### src/rtl/button_events.sv
// Turns a debounced push-button level into registered press, release,
// long-press and auto-repeat pulses, with all timing counted in enable ticks.
module button_events #(
  parameter logic ACTIVE_LEVEL     = 1'b1,
  parameter logic RESET_VALUE      = 1'b0,
  parameter int   LONG_PRESS_TICKS = 1000,
  parameter int   REPEAT_TICKS     = 200
) (
  input  logic clock,
  input  logic reset,
  input  logic enable,
  input  logic data_i,
  output logic held_o,
  output logic press_o,
  output logic release_o,
  output logic long_press_o,
  output logic repeat_o
);

  localparam int MAX_LR = (LONG_PRESS_TICKS > REPEAT_TICKS) ? LONG_PRESS_TICKS : REPEAT_TICKS;
  localparam int MAX_T  = (MAX_LR > 2) ? MAX_LR : 2;
  localparam int CW     = $clog2(MAX_T);

  localparam logic [CW-1:0] LONG_LAST   = CW'(LONG_PRESS_TICKS - 1);
  localparam logic [CW-1:0] REPEAT_LAST = CW'((REPEAT_TICKS == 0) ? 0 : REPEAT_TICKS - 1);
  localparam bit            REPEAT_ON   = (REPEAT_TICKS != 0);

  typedef enum logic [1:0] {
    IDLE    = 2'd0,
    PRESSED = 2'd1,
    LONG    = 2'd2
  } state_t;

  state_t        state_q;
  logic [CW-1:0] cnt_q;
  logic          prev_q;
  logic          held_q;
  logic          press_q;
  logic          release_q;
  logic          long_q;
  logic          repeat_q;

  logic act;
  logic prev_act;

  assign act      = (data_i == ACTIVE_LEVEL);
  assign prev_act = (prev_q == ACTIVE_LEVEL);

  always_ff @(posedge clock or posedge reset) begin
    if (reset) begin
      state_q   <= IDLE;
      cnt_q     <= '0;
      prev_q    <= RESET_VALUE;
      held_q    <= 1'b0;
      press_q   <= 1'b0;
      release_q <= 1'b0;
      long_q    <= 1'b0;
      repeat_q  <= 1'b0;
    end else begin
      // Pulses always self-clear, even when the following cycle has no tick.
      press_q   <= 1'b0;
      release_q <= 1'b0;
      long_q    <= 1'b0;
      repeat_q  <= 1'b0;
      if (enable) begin
        prev_q <= data_i;
        case (state_q)
          IDLE: begin
            if (act && !prev_act) begin
              state_q <= PRESSED;
              cnt_q   <= '0;
              press_q <= 1'b1;
              held_q  <= 1'b1;
            end
          end
          PRESSED: begin
            if (!act) begin
              state_q   <= IDLE;
              cnt_q     <= '0;
              release_q <= 1'b1;
              held_q    <= 1'b0;
            end else if (cnt_q == LONG_LAST) begin
              state_q <= LONG;
              cnt_q   <= '0;
              long_q  <= 1'b1;
            end else begin
              cnt_q <= cnt_q + CW'(1);
            end
          end
          LONG: begin
            // Release wins over a repeat that would land on the same tick.
            if (!act) begin
              state_q   <= IDLE;
              cnt_q     <= '0;
              release_q <= 1'b1;
              held_q    <= 1'b0;
            end else if (REPEAT_ON && (cnt_q == REPEAT_LAST)) begin
              cnt_q    <= '0;
              repeat_q <= 1'b1;
            end else if (REPEAT_ON) begin
              cnt_q <= cnt_q + CW'(1);
            end
          end
          default: begin
            state_q <= IDLE;
            cnt_q   <= '0;
            held_q  <= 1'b0;
          end
        endcase
      end
    end
  end

  assign held_o       = held_q;
  assign press_o      = press_q;
  assign release_o    = release_q;
  assign long_press_o = long_q;
  assign repeat_o     = repeat_q;

endmodule
### config.mk
export PLATFORM = sky130hd
export DESIGN_NAME = button_events
export DESIGN_NICKNAME = d
export VERILOG_FILES = /design/src/rtl/button_events.sv
export SDC_FILE = /design/constraint.sdc
export NUM_CORES = 1
export LEC_CHECK = 0
export CAP_MARGIN = 20
export CORE_MARGIN = 2
export CORE_UTILIZATION = 45
export DETAILED_ROUTE_END_ITERATION = 16
export PLACE_DENSITY = 0.66
export SLEW_MARGIN = 20
export SYNTH_ARGS = -nofsm -noshare
export SYNTH_HDL_FRONTEND = slang
export SYNTH_SLANG_ARGS = --single-unit
### constraint.sdc
create_clock -name clock -period 1.8 [get_ports clock]
set_input_delay 0.18 -clock clock [delete_from_list [all_inputs] [get_ports clock]]
set_output_delay 0.18 -clock clock [all_outputs]
set_load 0.02 [all_outputs]
==> impl_metrics.env, run 1 <==
export IMPL_layoutNonFillerInstCount=155
export IMPL_dp_cells=149
export IMPL_period_minus_slack_ns=1.728
export IMPL_max_clock_freq_ghz=0.5788
export IMPL_antenna_found_initial=0
export IMPL_synth_edf_count=0
export IMPL_max_vdd_ir_drop_v=0.0005151
export IMPL_grt_pass1_wl_um=3560
export IMPL_hold_violations=0
export IMPL_rsz0062_at_grt="true"
export IMPL_netlist_top_cells_count="dfrtp_1, nand2_1, inv_1"
export IMPL_synthDistinctLibCells=33
export IMPL_cts_tree="yes"
export IMPL_cts_root_buffer="clkbuf_4"
export IMPL_drt_iter0_markers=11
export IMPL_synthTopCellsByArea="dfrtp_1, ha_1, nand2_1"
export IMPL_netlist_area_sq_um=975.9
export IMPL_outcome="finished, final reports clean"
export IMPL_crit_fanout=5
export IMPL_gp_congestion=0.7807
export IMPL_p_per_area_mw_per_mm2=849.8
export IMPL_rows=16
export IMPL_cts_inserted_buffers=3
export IMPL_layout_nets=138
export IMPL_numPortBuffers=8
export IMPL_die_w_um=50.57
export IMPL_grt_max_degree=19
export IMPL_drt_wirelength_per_cell_um=13.34
export IMPL_die_h_um=50.57
export IMPL_hold_buffers=0
export IMPL_cp_required_ns=2.02
export IMPL_wl_um=2067
export IMPL_synth_most_common_cell="dfrtp_1"
export IMPL_clock_path_buffers=2
export IMPL_first_pass_iters=4
export IMPL_utilization=0.6513
export IMPL_cts_num_sinks=18
export IMPL_vias=839
export IMPL_synth_warnings=0
export IMPL_crit_type="reg2reg"
export IMPL_slew_viol_final=0
export IMPL_synth_ff_type="dfrtp_1"
export IMPL_coreArea_sq_mm=0.002002
export IMPL_critical_path_arrival_ns=1.95
export IMPL_setup_violations=0
export IMPL_dieArea_sq_mm=0.002557
export IMPL_start_util=0.4875
export IMPL_grt_remaining_overflow=0
export IMPL_power_leakage_nw=0.5866
export IMPL_async_flop_share=1.000
export IMPL_min_path_type="in2async"
export IMPL_synthCells=102
export IMPL_avgSynthCellArea_sq_um=9.568
export IMPL_synth_top_cell_by_area="dfrtp_1"
export IMPL_synthesis_nets=110
export IMPL_pin_count=9
export IMPL_ant_nets=0
export IMPL_htree_levels=1
export IMPL_drc=0
export IMPL_maxCapViolations=0
export IMPL_seq_area_frac_synth=0.4615
export IMPL_tightest_slew_ns=0.2894
export IMPL_maxSlewHeadroom=0.8053
export IMPL_viasPerCell=5.413
export IMPL_clkLatencyLatePin_ns=0.29
export IMPL_period_share=0.9598
export IMPL_finClkSkew_ns=0.004004
export IMPL_first_global_vias=829
export IMPL_worst_setup_path_end_kind="flip-flop"
export IMPL_grt_usage=0.1857
export IMPL_dp_hpwl_um=1431
export IMPL_drive_gt1_frac=0.2969
export IMPL_synth_top_cell_area_share=0.4615
export IMPL_path_clk_slew_ns=0.10
export IMPL_synthToLayoutAreaGrowth_pct=33.59
export IMPL_start_kind="flip-flop"
export IMPL_antenna_cells=0
export IMPL_ys_seq_elements=18
routing by layer:
layer | track usage | wire, um | up-vias
li1 | - | - | 422
met3 | 0.05357 | 62 | 0
met2 | 0.3355 | 1120 | 14
met1 | 0.2220 | 883 | 403
met4 | 0.02703 | 0 | 0
met5 | 0 | 0 | -
worst paths after layout:
path / slack (ns) / start / cells past startpoint / endpoint
max reg2reg: 0.07 / state_q[0] / 6 / cnt_q[9]
min in group clock: 0.51 / prev_act / 1 / press_o
max: 0.07 / state_q[0] / 6 / cnt_q[9]
min: 0.21 / reset / 3 / cnt_q[8]
max in group asynchronous: 1.39 / reset / 3 / cnt_q[2]
min reg2reg: 0.51 / prev_act / 1 / press_o
registers in the layout, indices dropped and copies added (netlist names):
signal,cells
long_press_o,1
state_q,2
release_o,1
prev_act,1
press_o,1
cnt_q,10
held_o,1
repeat_o,1
cells by family after synthesis:
| kind of cell | Yosys count | synth area share |
|---|---|---|
| and+or+nand+nor | 40 | 0.2539 |
| AOI/OAI and AO/OA | 26 | 0.1641 |
| buffers and inverters | 12 | 0.04872 |
| adders and majority gates | 4 | 0.05128 |
| muxes | 2 | 0.02051 |
| DFF | 18 | 0.4615 |
what timing repair did:
action | in CTS | in global routing
endpoints found under the hold margin | 0 | 0
setup buffers | 2 | 1
endpoints found under the setup margin | 2 | 10
pin swaps | 0 | 4
resized for setup | 1 | 16
power breakdown:
| group | switching [mW] | total (mW) | internal, mW |
|---|---|---|---|
| logic | 0.234 | 0.450 | 0.217 |
| registers | 0.0219 | 0.466 | 0.444 |
| clock network | 0.114 | 0.192 | 0.0777 |
| total | 0.370 | 1.11 | 0.738 |
critical path, cell delays in order (launching register included):
cell and delay, ns:
dfrtp_1 0.40, inv_2 0.09, ha_1 0.24, nand3_4 0.11
o22a_4 0.28, or4_4 0.48, o21ai_2 0.06
cells in the final DEF (no fill, tap or decap), types with 2 or more instances in the layout:
master / n
clkbuf_4: 3
buf_4: 17
nand2b_1: 2
nor3_4: 2
o21ai_2: 2
nand3_1: 4
ha_1: 2
o22ai_1: 2
dfrtp_1: 17
nor3_1: 2
inv_1: 8
nand2_1: 11
inv_2: 2
o21ai_0: 6
or3_1: 2
and4_1: 2
nor2_1: 3
clkdlybuf4s50_1: 8
a21oi_1: 8
mux2i_1: 2
cell type report:
type	count	area, sq um
Timing Repair Buffer	25	207.7
Clock buffer	3	22.52
Sequential cell	18	451.7
Tap cell	27	33.78
Inverter	10	37.54
Fill cell	174	698.2
Multi-Input combinational cell	72	550.5
stage by stage:
| step | hold WS [ns] | total power, mW | setup WS, ns | setup TNS, ns | cell area (sq um) |
|---|---|---|---|---|---|
| after floorplan | 0.1186 | 0.6852 | 0.1014 | 0 | 975.9 |
| after global placement | 0.4773 | 0.8264 | 0.03072 | 0 | 1185 |
| after detailed placement | 0.5014 | 0.8331 | -0.04571 | -0.08781 | 1185 |
| after CTS | 0.2104 | 1.060 | 0.01439 | 0 | 1235 |
| after global routing | 0.2210 | 1.194 | -0.01954 | -0.02846 | 1304 |
| final | 0.2059 | 1.108 | 0.07229 | 0 | 1304 |
(Power assumes the default switching activity.)
==> run 2, diff against run 1 <==
Settings changed: PLACE_DENSITY 0.66 to 0.73, SKIP_CTS_REPAIR_TIMING set to 1.
Clock period 1.8 ns to 1.7 ns, I/O delays scaled along.
==> impl_metrics.env, run 2 (synthesis results as in run 1) <==
export IMPL_outcome="finished with violations"
export IMPL_violations="setup timing"
export IMPL_hold_slack_ns=0.1792
export IMPL_layout_common_cells="buf_4, dfrtp_1, nand2_1, inv_1, clkdlybuf4s50_1"
export IMPL_power_mw=1.276
export IMPL_crit_type="reg2reg"
export IMPL_drt_wirelength_per_cell_um=13.86
export IMPL_coreArea_sq_mm=0.002002
export IMPL_grt_remaining_overflow=0
export IMPL_dieArea_sq_mm=0.002557
export IMPL_final_common_cell="buf_4"
export IMPL_cts_inserted_buffers=3
export IMPL_ant_nets=0
export IMPL_vias=846
export IMPL_wl_um=2218
export IMPL_multiInputGateArea_sq_um=561.8
export IMPL_drive_gt1_frac=0.3308
export IMPL_cp_cell_sequence="or3_4, nor3_4, o22ai_2, and3_1, a211o_1"
export IMPL_max_vdd_ir_drop_v=0.0006594
export IMPL_busiest_layer="met2"
export IMPL_min_path_type="in2async"
export IMPL_grt_pass1_wl_um=3898
export IMPL_antenna_cells=0
export IMPL_setup_violations=2
export IMPL_pin_count=9
export IMPL_largest_register_ffs=10
export IMPL_numPortBuffers=8
export IMPL_r2r_start="cnt_q[8]"
export IMPL_maxSlewHeadroom=0.8311
export IMPL_start_kind="flip-flop"
export IMPL_slowest_delay_ns=0.40
export IMPL_p_per_area_mw_per_mm2=936.3
export IMPL_clkLatencyLatePin_ns=0.30
export IMPL_rsz0062_at_grt="true"
export IMPL_period_share=1.011
export IMPL_rows=16
export IMPL_reg_top3="cnt_q: 10 flops, state_q: 2 flops"
export IMPL_first_global_vias=863
export IMPL_timing_final_ws_setup_ns=-0.01843
export IMPL_grt_max_degree=19
export IMPL_cp_required_ns=1.89
export IMPL_dp_hpwl_um=1550
export IMPL_htree_levels=1
export IMPL_top_register="cnt_q"
export IMPL_grtUsageMet1=0.2648
export IMPL_cts_tree="yes"
export IMPL_crit_fanout=3
export IMPL_place_ws_ns=-0.07296
export IMPL_period_minus_slack_ns=1.718
export IMPL_crit_start="cnt_q[8]"
export IMPL_slowest_stage="dfrtp_1"
export IMPL_gr_usage_met3=0.03869
export IMPL_finClkSkew_ns=0.002961
export IMPL_start_util=0.4875
export IMPL_cts_num_sinks=18
export IMPL_drt_iter0_markers=16
export IMPL_slew_viol_final=0
export IMPL_drc=0
export IMPL_first_pass_iters=4
export IMPL_path_clk_slew_ns=0.10
export IMPL_layout_nets=142
export IMPL_critical_path_arrival_ns=1.91
export IMPL_hold_violations=0
export IMPL_die_h_um=50.57
export IMPL_grt_usage=0.2018
export IMPL_grt_util_met2=0.3289
export IMPL_die_w_um=50.57
export IMPL_ff_latch_area_sq_um=451.7
export IMPL_worst_setup_path_end_kind="flip-flop"
export IMPL_viasPerCell=5.288
export IMPL_antenna_found_initial=0
export IMPL_synthToLayoutAreaGrowth_pct=39.62
export IMPL_cts_root_buffer="clkbuf_4"
export IMPL_power_leakage_nw=0.6089
export IMPL_clock_path_buffers=2
export IMPL_max_clock_freq_ghz=0.5819
export IMPL_final_fill_count=165
export IMPL_maxCapViolations=0
export IMPL_gp_congestion=0.8262
export IMPL_tightest_slew_ns=0.2513
==> run 2: power breakdown <==
group	switching, mW	internal (mW)
Sequential	0.0258	0.470
Clock	0.139	0.131
Combinational	0.265	0.245
Total	0.430	0.846
==> run 2: cell type report <==
class,count,share of cell area
multi-input cells,72,0.4123
flip-flops and latches,18,0.3315
repair buffers,29,0.1772
inverters,10,0.02755
clock buffers,4,0.02663
well taps,27,0.02479
==> run 2: routing by layer <==
layer,share of wire,vias to the layer above
met5,0,-
met4,0.018,0
met3,0.021,5
met2,0.50,10
met1,0.46,407
li1,-,424
==> run 2: critical path, delay by kind of cell (launching register included) <==
family	cells	cell delay, ns
and+or+nand+nor	3	0.82
DFF	1	0.40
AOI/OAI and AO/OA	2	0.38
==> run 2: metrics by stage <==
step | util | setup TNS [ns] | std cells | cell area (sq um)
5_1_grt | 0.6806 | -0.3518 | 160 | 1363
2_1_floorplan | - | 0 | 102 | 975.9
3_3_place_gp | 0.6069 | -0.1773 | 153 | 1215
3_5_place_dp | 0.6069 | -0.3751 | 153 | 1215
6_report | 0.6806 | -0.03125 | 160 | 1363
4_1_cts | 0.6250 | -0.5286 | 157 | 1251
==> run 2: path summary, 6_finish.rpt <==
| path | endpoint | depth (start not counted) | slack, ns |
|---|---|---|---|
| setup / recovery | cnt_q[6] | 5 | -0.02 |
| min in group clock | press_o | 1 | 0.48 |
| setup reg to reg | cnt_q[6] | 5 | -0.02 |
| hold / removal | cnt_q[7] | 3 | 0.18 |
| hold reg to reg | press_o | 1 | 0.48 |
| max in group asynchronous | cnt_q[2] | 3 | 1.32 |
